**config.mk**
```make
export PLATFORM = sky130hd
export DESIGN_NAME = tdm_one_to_four_demux
export DESIGN_NICKNAME = d
export VERILOG_FILES = /design/src/rtl/tdm_one_to_four_demux_pkg.sv /design/src/rtl/tdm_slot_counter.sv /design/src/rtl/tdm_one_to_four_demux.sv
export SDC_FILE = /design/constraint.sdc
export NUM_CORES = 1
export LEC_CHECK = 0
export BUFFER_PORTS_ARGS = -buffer_cell sky130_fd_sc_hd__buf_4
export CORE_MARGIN = 2
export CORE_UTILIZATION = 52
export CTS_CLUSTER_DIAMETER = 30
export CTS_CLUSTER_SIZE = 8
export DETAILED_ROUTE_END_ITERATION = 6
export GPL_ROUTABILITY_DRIVEN = 0
export HOLD_SLACK_MARGIN = 0.08
export PLACE_DENSITY_LB_ADDON = 0.12
export REMOVE_ABC_BUFFERS = 1
export SLEW_MARGIN = 20
export SYNTH_ARGS = -nofsm -noshare
export SYNTH_HDL_FRONTEND = slang
export SYNTH_HIERARCHICAL = 1
export SYNTH_SLANG_ARGS = --single-unit
```
**constraint.sdc**
```tcl
create_clock -name clk -period 2.63 [get_ports clk]
set_input_delay 0.263 -clock clk [delete_from_list [all_inputs] [get_ports clk]]
set_output_delay 0.263 -clock clk [all_outputs]
set_load 0.02 [all_outputs]
```
**src/rtl/tdm_one_to_four_demux_pkg.sv**
```systemverilog
// Shared definitions for the 4:1 TDM link: receiver FSM states and slot codes
// (slot codes match the transmitter's slot counter).
package tdm_one_to_four_demux_pkg;

  typedef enum logic {
    HUNT   = 1'b0,
    LOCKED = 1'b1
  } state_t;

  localparam logic [1:0] SLOT0 = 2'b00;
  localparam logic [1:0] SLOT1 = 2'b01;
  localparam logic [1:0] SLOT2 = 2'b10;
  localparam logic [1:0] SLOT3 = 2'b11;

  localparam int DEFAULT_DATA_W = 1;

endpackage

```
**src/rtl/tdm_slot_counter.sv**
```systemverilog
// 2-bit slot counter: clear to slot 0, load to slot 1 (word just taken as slot 0),
// or step on enable; wrap flags the step out of the last slot.
module tdm_slot_counter
  import tdm_one_to_four_demux_pkg::*;
(
  input  logic       clk,
  input  logic       clr,
  input  logic       load,
  input  logic       en,
  output logic [1:0] cnt,
  output logic       wrap
);

  always_ff @(posedge clk) begin
    if (clr)       cnt <= SLOT0;
    else if (load) cnt <= SLOT1;
    else if (en)   cnt <= cnt + 2'd1;
  end

  assign wrap = en && !load && (cnt == SLOT3);

endmodule

```
**src/rtl/tdm_one_to_four_demux.sv**
```systemverilog
// Receive side of the 4:1 TDM link: locks to frame_start, stages slots 0..2 and
// publishes all four channels together when the slot-3 word arrives.
module tdm_one_to_four_demux
  import tdm_one_to_four_demux_pkg::*;
#(
  parameter int DATA_W    = DEFAULT_DATA_W,
  parameter int ERR_CNT_W = 8
) (
  input  logic                 clk,
  input  logic                 rst,
  input  logic                 in_valid,
  input  logic [DATA_W-1:0]    in_data,
  input  logic                 frame_start,
  output logic [DATA_W-1:0]    d0,
  output logic [DATA_W-1:0]    d1,
  output logic [DATA_W-1:0]    d2,
  output logic [DATA_W-1:0]    d3,
  output logic                 frame_valid,
  output logic [1:0]           slot,
  output logic                 locked,
  output logic                 sync_err,
  output logic [ERR_CNT_W-1:0] err_count
);

  state_t                 state;
  logic [2:0][DATA_W-1:0] stage;
  logic                   fs_acc, resync, cnt_load, cnt_en, wrap;

  assign fs_acc   = in_valid && frame_start;
  // A marker anywhere but slot 0 while locked restarts the frame from this word.
  assign resync   = fs_acc && (state == LOCKED) && (slot != SLOT0);
  assign cnt_load = fs_acc && ((state == HUNT) || resync);
  assign cnt_en   = in_valid && (state == LOCKED);

  tdm_slot_counter u_slot (
    .clk  (clk),
    .clr  (rst),
    .load (cnt_load),
    .en   (cnt_en),
    .cnt  (slot),
    .wrap (wrap)
  );

  assign locked = (state == LOCKED);

  always_ff @(posedge clk) begin
    if (rst) begin
      state       <= HUNT;
      stage       <= '0;
      d0          <= '0;
      d1          <= '0;
      d2          <= '0;
      d3          <= '0;
      frame_valid <= 1'b0;
      sync_err    <= 1'b0;
      err_count   <= '0;
    end else begin
      frame_valid <= 1'b0;
      sync_err    <= 1'b0;
      if (in_valid) begin
        case (state)
          HUNT: begin
            if (frame_start) begin
              stage[0] <= in_data;
              state    <= LOCKED;
            end
          end
          LOCKED: begin
            if (resync) begin
              sync_err <= 1'b1;
              if (err_count != '1) err_count <= err_count + ERR_CNT_W'(1);
              stage[0] <= in_data;
            end else if (wrap) begin
              d0          <= stage[0];
              d1          <= stage[1];
              d2          <= stage[2];
              d3          <= in_data;
              frame_valid <= 1'b1;
            end else begin
              case (slot)
                SLOT0:   stage[0] <= in_data;
                SLOT1:   stage[1] <= in_data;
                default: stage[2] <= in_data;
              endcase
            end
          end
          default: state <= HUNT;
        endcase
      end
    end
  end

endmodule
```
[After elaboration in Yosys (flattened, before gate mapping)]
Index checks and enable logic that the tools add are counted.
Operators by class
  bitwise gates (word level): 5
  reductions and logical operators: 21
  $add $sub $neg: 2
  multiplexer cells: 11
  eq/ne operators: 6
Operators by type and width (number)
  AND reduction 4 bit: 3
  2-to-1 mux 1 bit: 10
  AND reduction 5 bit: 2
  adder 8 x 1 -> 8 bit (second input constant): 1
  != test 8 bit (second input constant): 1
  logical AND 1 bit: 7
  inverter 1 bit: 5
  nonzero test 2 bit: 2
  OR reduction 2 bit: 2
  OR reduction 4 bit: 1
  != test 3 x 1 -> 1 bit (second input constant): 1
  != test 3 bit (second input constant): 1
  OR reduction 3 bit: 1
  adder 2 x 1 -> 2 bit (second input constant): 1
  == test 2 x 1 -> 1 bit (second input constant): 1
  == test 2 bit (second input constant): 1
  logical NOT 2 bit: 1
  != test 2 bit (second input constant): 1
  one-hot mux 1 bit (2 select lines): 1
  logical NOT 1 bit: 1
  logical OR 1 bit: 1
Storage, ports and cells
  register bits: 20
  bits of input ports: 5
  output and inout bits: 17
  logic and storage cells: 58

[Depth between registers and ports, before layout]
  word-level depth: 11
  depth in mapped cells: 8
  depth with buffers taken out: 7

[Cells and area by module]
Netlist, hierarchy kept.
By module, submodules not included
  tdm_one_to_four_demux: cells an instance 103, area an instance 937.1 um^2, times used 1, sequential area each 360.3 um^2
  tdm_slot_counter: cells an instance 9, area an instance 92.6 um^2, times used 1, sequential area each 40.0 um^2

[Least setup slack after synthesis]
Ideal clock, no wire load.
  path kind: register to register
  from: register u_slot.cnt[1]
  to: register stage[1] (netlist bit)
  setup time: 132 ps
  data arrival time: 1857 ps
  buffers on the path: 1
  period minus slack after synthesis: 1989 ps
  stages on the path, launching flop included: 9
  data required time: 2498 ps
  path slack: 641 ps
  path through: dfxtp_1 -> buf_2 -> o2111ai_4 -> a21oi_1 -> inv_1 -> and3_2 -> and4bb_2 -> a31o_1 -> a21oi_1
Between the ends
  cells in the longest elaborated chain, start to end: 9
  elaborated cells on any way between the ends: 12
  those cells by class: eq/ne (2); bitwise (2); reduce/logical (8)
RTL lines
  from (decl): line tdm_slot_counter.sv:10  | output logic [1:0] cnt,
  from (signal assigned): line tdm_slot_counter.sv:17  | else if (en) cnt <= cnt + 2'd1;
  nonzero test 2 bit: line tdm_one_to_four_demux.sv:31  | assign resync = fs_acc && (state == LOCKED) && (slot != SLOT0);
  logical AND 1 bit: line tdm_one_to_four_demux.sv:31
  logical OR 1 bit: line tdm_one_to_four_demux.sv:32  | assign cnt_load = fs_acc && ((state == HUNT) || resync);
  logical AND 1 bit: line tdm_one_to_four_demux.sv:32
  via cnt_load: line tdm_one_to_four_demux.sv:27  | logic fs_acc, resync, cnt_load, cnt_en, wrap;
  logical NOT 1 bit: line tdm_slot_counter.sv:20  | assign wrap = en && !load && (cnt == SLOT3);
  logical AND 1 bit (2 in a row): line tdm_slot_counter.sv:20
  via wrap: line tdm_one_to_four_demux.sv:27
  inverter 1 bit (no line)
  AND reduction 5 bit (no line)
  to (decl): line tdm_one_to_four_demux.sv:26  | logic [2:0][DATA_W-1:0] stage;
The timed path passes the listed nets, and every way through them passes these cells.
A chain may end at the register's enable or synchronous reset.

[Worst setup path after layout]
  from: register u_slot.cnt[0]
  to: register stage[1] (netlist bit)
Same word-level chain as after synthesis.

==> results by group <==
Worst setup path
  • Crit-path cells: o2111ai_4 -> a21oi_1 -> inv_1 -> and3_2 -> and4bb_2 -> a31o_1 -> a21oi_1
  • Critical Path Source: u_slot/cnt[0]
  • R2R Path Start: u_slot/cnt[0]
  • Critical path fanouts, max: 11
  • Top cell by count, worst path: a21oi_1
  • CP max-delay cell: dfxtp_1
  • Critical Path Start Type: register
  • CP Buf/Inv Count: 1
  • Worst Path Class, Setup: reg -> reg
  • CP arrival: 2.23 ns
  • CP required: 2.82 ns
  • CP endpoint kind: register
  • Critical path's top delay family: compound AO/OA/AOI/OAI gates
  • Max stage delay on crit path: 0.59 ns

Route
  • DRC viols: 0
  • Vias/cell: about 5.8
  • TritonRoute pass-1 iters: 4
  • Final wirelength: 2130 um
  • DR WL/cell: between 10 and 15 um
  • Antenna Nets Post-Route: 0
  • Routed via count: around 900
  • Initial DRC Count: 13

GRT
  • GRT Residual Overflow: 0
  • Vias in the first global route: 799
  • Largest net degree at the start of global routing: 26
  • First-pass GRT wire length: 3460 um
  • Antenna violations before repair: 0
  • Overall Global Routing Usage: 0.189

Layout
  • Non-filler instance count after layout: 157
  • Ratio of cells with drive above 1 in the final layout: 0.238
  • Biggest regs: err_count (8), stage (3), u_slot/cnt (2)
  • Fill cells: 177
  • Largest Register: err_count
  • Max reg flops: 8
  • Final #Nets: 139
  • Register area: between 400 and 500 um2
  • Multi-input logic area: 583 um2
  • ANT cells: 0
  • Layout area overhead: 18.1%
  • Final core occ: 0.633

Timing
  • Final Critical Period: 2.04 ns
  • Clock Skew: ~0.0032 ns
  • Relative slew slack: 0.725
  • Final hold viol count: 0
  • F_max: 0.489 GHz
  • Final Max Slew Viols: 0
  • Setup violations, final: 0
  • Final TNS setup: 0 ns
  • Hold WS: 0.246 ns
  • RSZ-0062 raised after global routing: false
  • Slew at the pin closest to its max-slew limit: a little over 0.4 ns
  • Period utilisation layout: 0.777

Hold path
  • Worst min path class: in -> reg
  • Hold wc startpoint: in_data

Pwr
  • Maximum VDD drop: 290 uV
  • Pwr dens: ~410 nW/um2
  • Static leakage: 0.000454 uW

Floorplanning
  • Ports: 22
  • Core Rows: 16
  • Core Area: approximately 1900 um2
  • Die Y: 48.5 um
  • Chip Width: approximately 49 um
  • Die ar.: 2350 um2
  • Initial Utilization: 0.536

Clocking
  • Hold-fix buffers, CTS: 0
  • Clock latency on the worst-skew pair: 0.30 ns
  • Post-cts gate resize count: 0
  • Postcts setup bufs: 0
  • CTS Buf Count: 3
  • CTS max path bufs: 2
  • TritonCTS clock tree: yes
  • Clock Sink Count: 20
  • H-Tree Depth: 1
  • Root Driver: clkbuf_4
  • CTS clk-pin slew, worst paths: 0.11 ns

Yosys
  • Number of instances in the synthesized netlist: 112
  • Post-synth cell types: 38
  • Syn avg cell area: 9.19 um2
  • Cell Area, Synth: 1030 um2
  • Synthesized flop and latch total: 20
  • Ys Warns: 6
  • Post-synthesis sequential area ratio: 0.389

Job
  • Max Cap Viol: 0

Outcome
  • Status: finished, final reports clean

Placement
  • PortBufs: 21
  • HPWL Detailed: 1500 um
  • Cells after DPL: 154
## metrics by stage
stage	total power, uW	worst slack, ns	area, um2
3_5_place_dp	368	0.600	1190
2_1_floorplan	344	0.659	1000
4_1_cts	512	0.578	1220
5_1_grt	530	0.443	1220
6_report	504	0.587	1220
3_3_place_gp	366	0.678	1190
## area by class of cell
type                    count  area share
well taps                  27      0.0278
multi-input cells          81       0.479
flip-flops and latches     20       0.329
repair buffers             21       0.130
clock buffers               3      0.0185
inverters                   5      0.0154
## worst register-to-register path, stage by stage (launching register included)
cell and delay [ns]:
dfxtp_1 0.59, o2111ai_4 0.25, a21oi_1 0.26, inv_1 0.08
and3_2 0.22, and4bb_2 0.34, a31o_1 0.15, a21oi_1 0.06
## kinds of logic after synthesis
| kind of cell | after synthesis | share of synthesized area |
|---|---|---|
| AO/OA/AOI/OAI | 30 | 0.235 |
| flip-flops | 20 | 0.389 |
| adder cells (fa/ha/maj) | 2 | 0.0243 |
| AND/OR/NAND/NOR | 42 | 0.237 |
| multiplexers | 6 | 0.0620 |
| XOR/XNOR | 1 | 0.00851 |
| buffers and inverters | 11 | 0.0450 |
## where the power goes
part           switching (uW)  internal, uW
clock                    90.2          53.4
combinational            24.8          18.8
sequential               9.82           307
total                     125           379
## cell usage after synthesis, drive strengths merged
master,n,area share
nor4,2,0.012
clkbuf,3,0.012
nor3b,1,0.0073
and4bb,1,0.012
and2,2,0.012
nor3,5,0.024
o211ai,1,0.0073
inv,5,0.018
nor2b,3,0.018
a2111oi,2,0.029
nand2,2,0.0073
nand2b,5,0.030
mux2,3,0.033
a21bo,1,0.0097
and3,3,0.019
buf,3,0.015
nand4,2,0.012
a311oi,1,0.0085
a31oi,2,0.012
a41oi,2,0.024
o2111ai,1,0.026
a211oi,1,0.0073
dfxtp,20,0.39
nand4bb,1,0.011
o2111a,2,0.022
a31o,1,0.0085
o21a,1,0.0073
mux2i,3,0.029
o21ai,5,0.024
a21oi,10,0.049
ha,2,0.024
and4,1,0.0085
xnor2,1,0.0085
nand3,9,0.044
nor2,5,0.018
## placed cells by master (no fill, tap or decap), drive strengths merged, types with 3 or more instances in the layout
cell type / count
inv: 5
mux2: 3
nor2b: 3
nor3: 5
a21oi: 10
buf: 21
mux2i: 3
nand2b: 5
nor2: 5
nand3: 9
clkbuf: 3
o21ai: 5
and3: 3
dfxtp: 20
## metal layers
metal | up-vias | GRT usage | part of all wire
met2 | 16 | 0.299 | 0.47
met1 | 435 | 0.245 | 0.49
met5 | - | 0 | 0
li1 | 458 | - | -
met4 | 0 | 0.100 | 0.013
met3 | 4 | 0.0370 | 0.027
## path summary, 6_finish.rpt
path / to / slack (ns) / cells after the start
max reg2reg: stage[1] / 0.59 / 7
max: stage[1] / 0.59 / 7
min reg2reg: stage[0] / 0.49 / 2
min: stage[0] / 0.25 / 3
No activity file was read; power rests on OpenSTA's default activity.
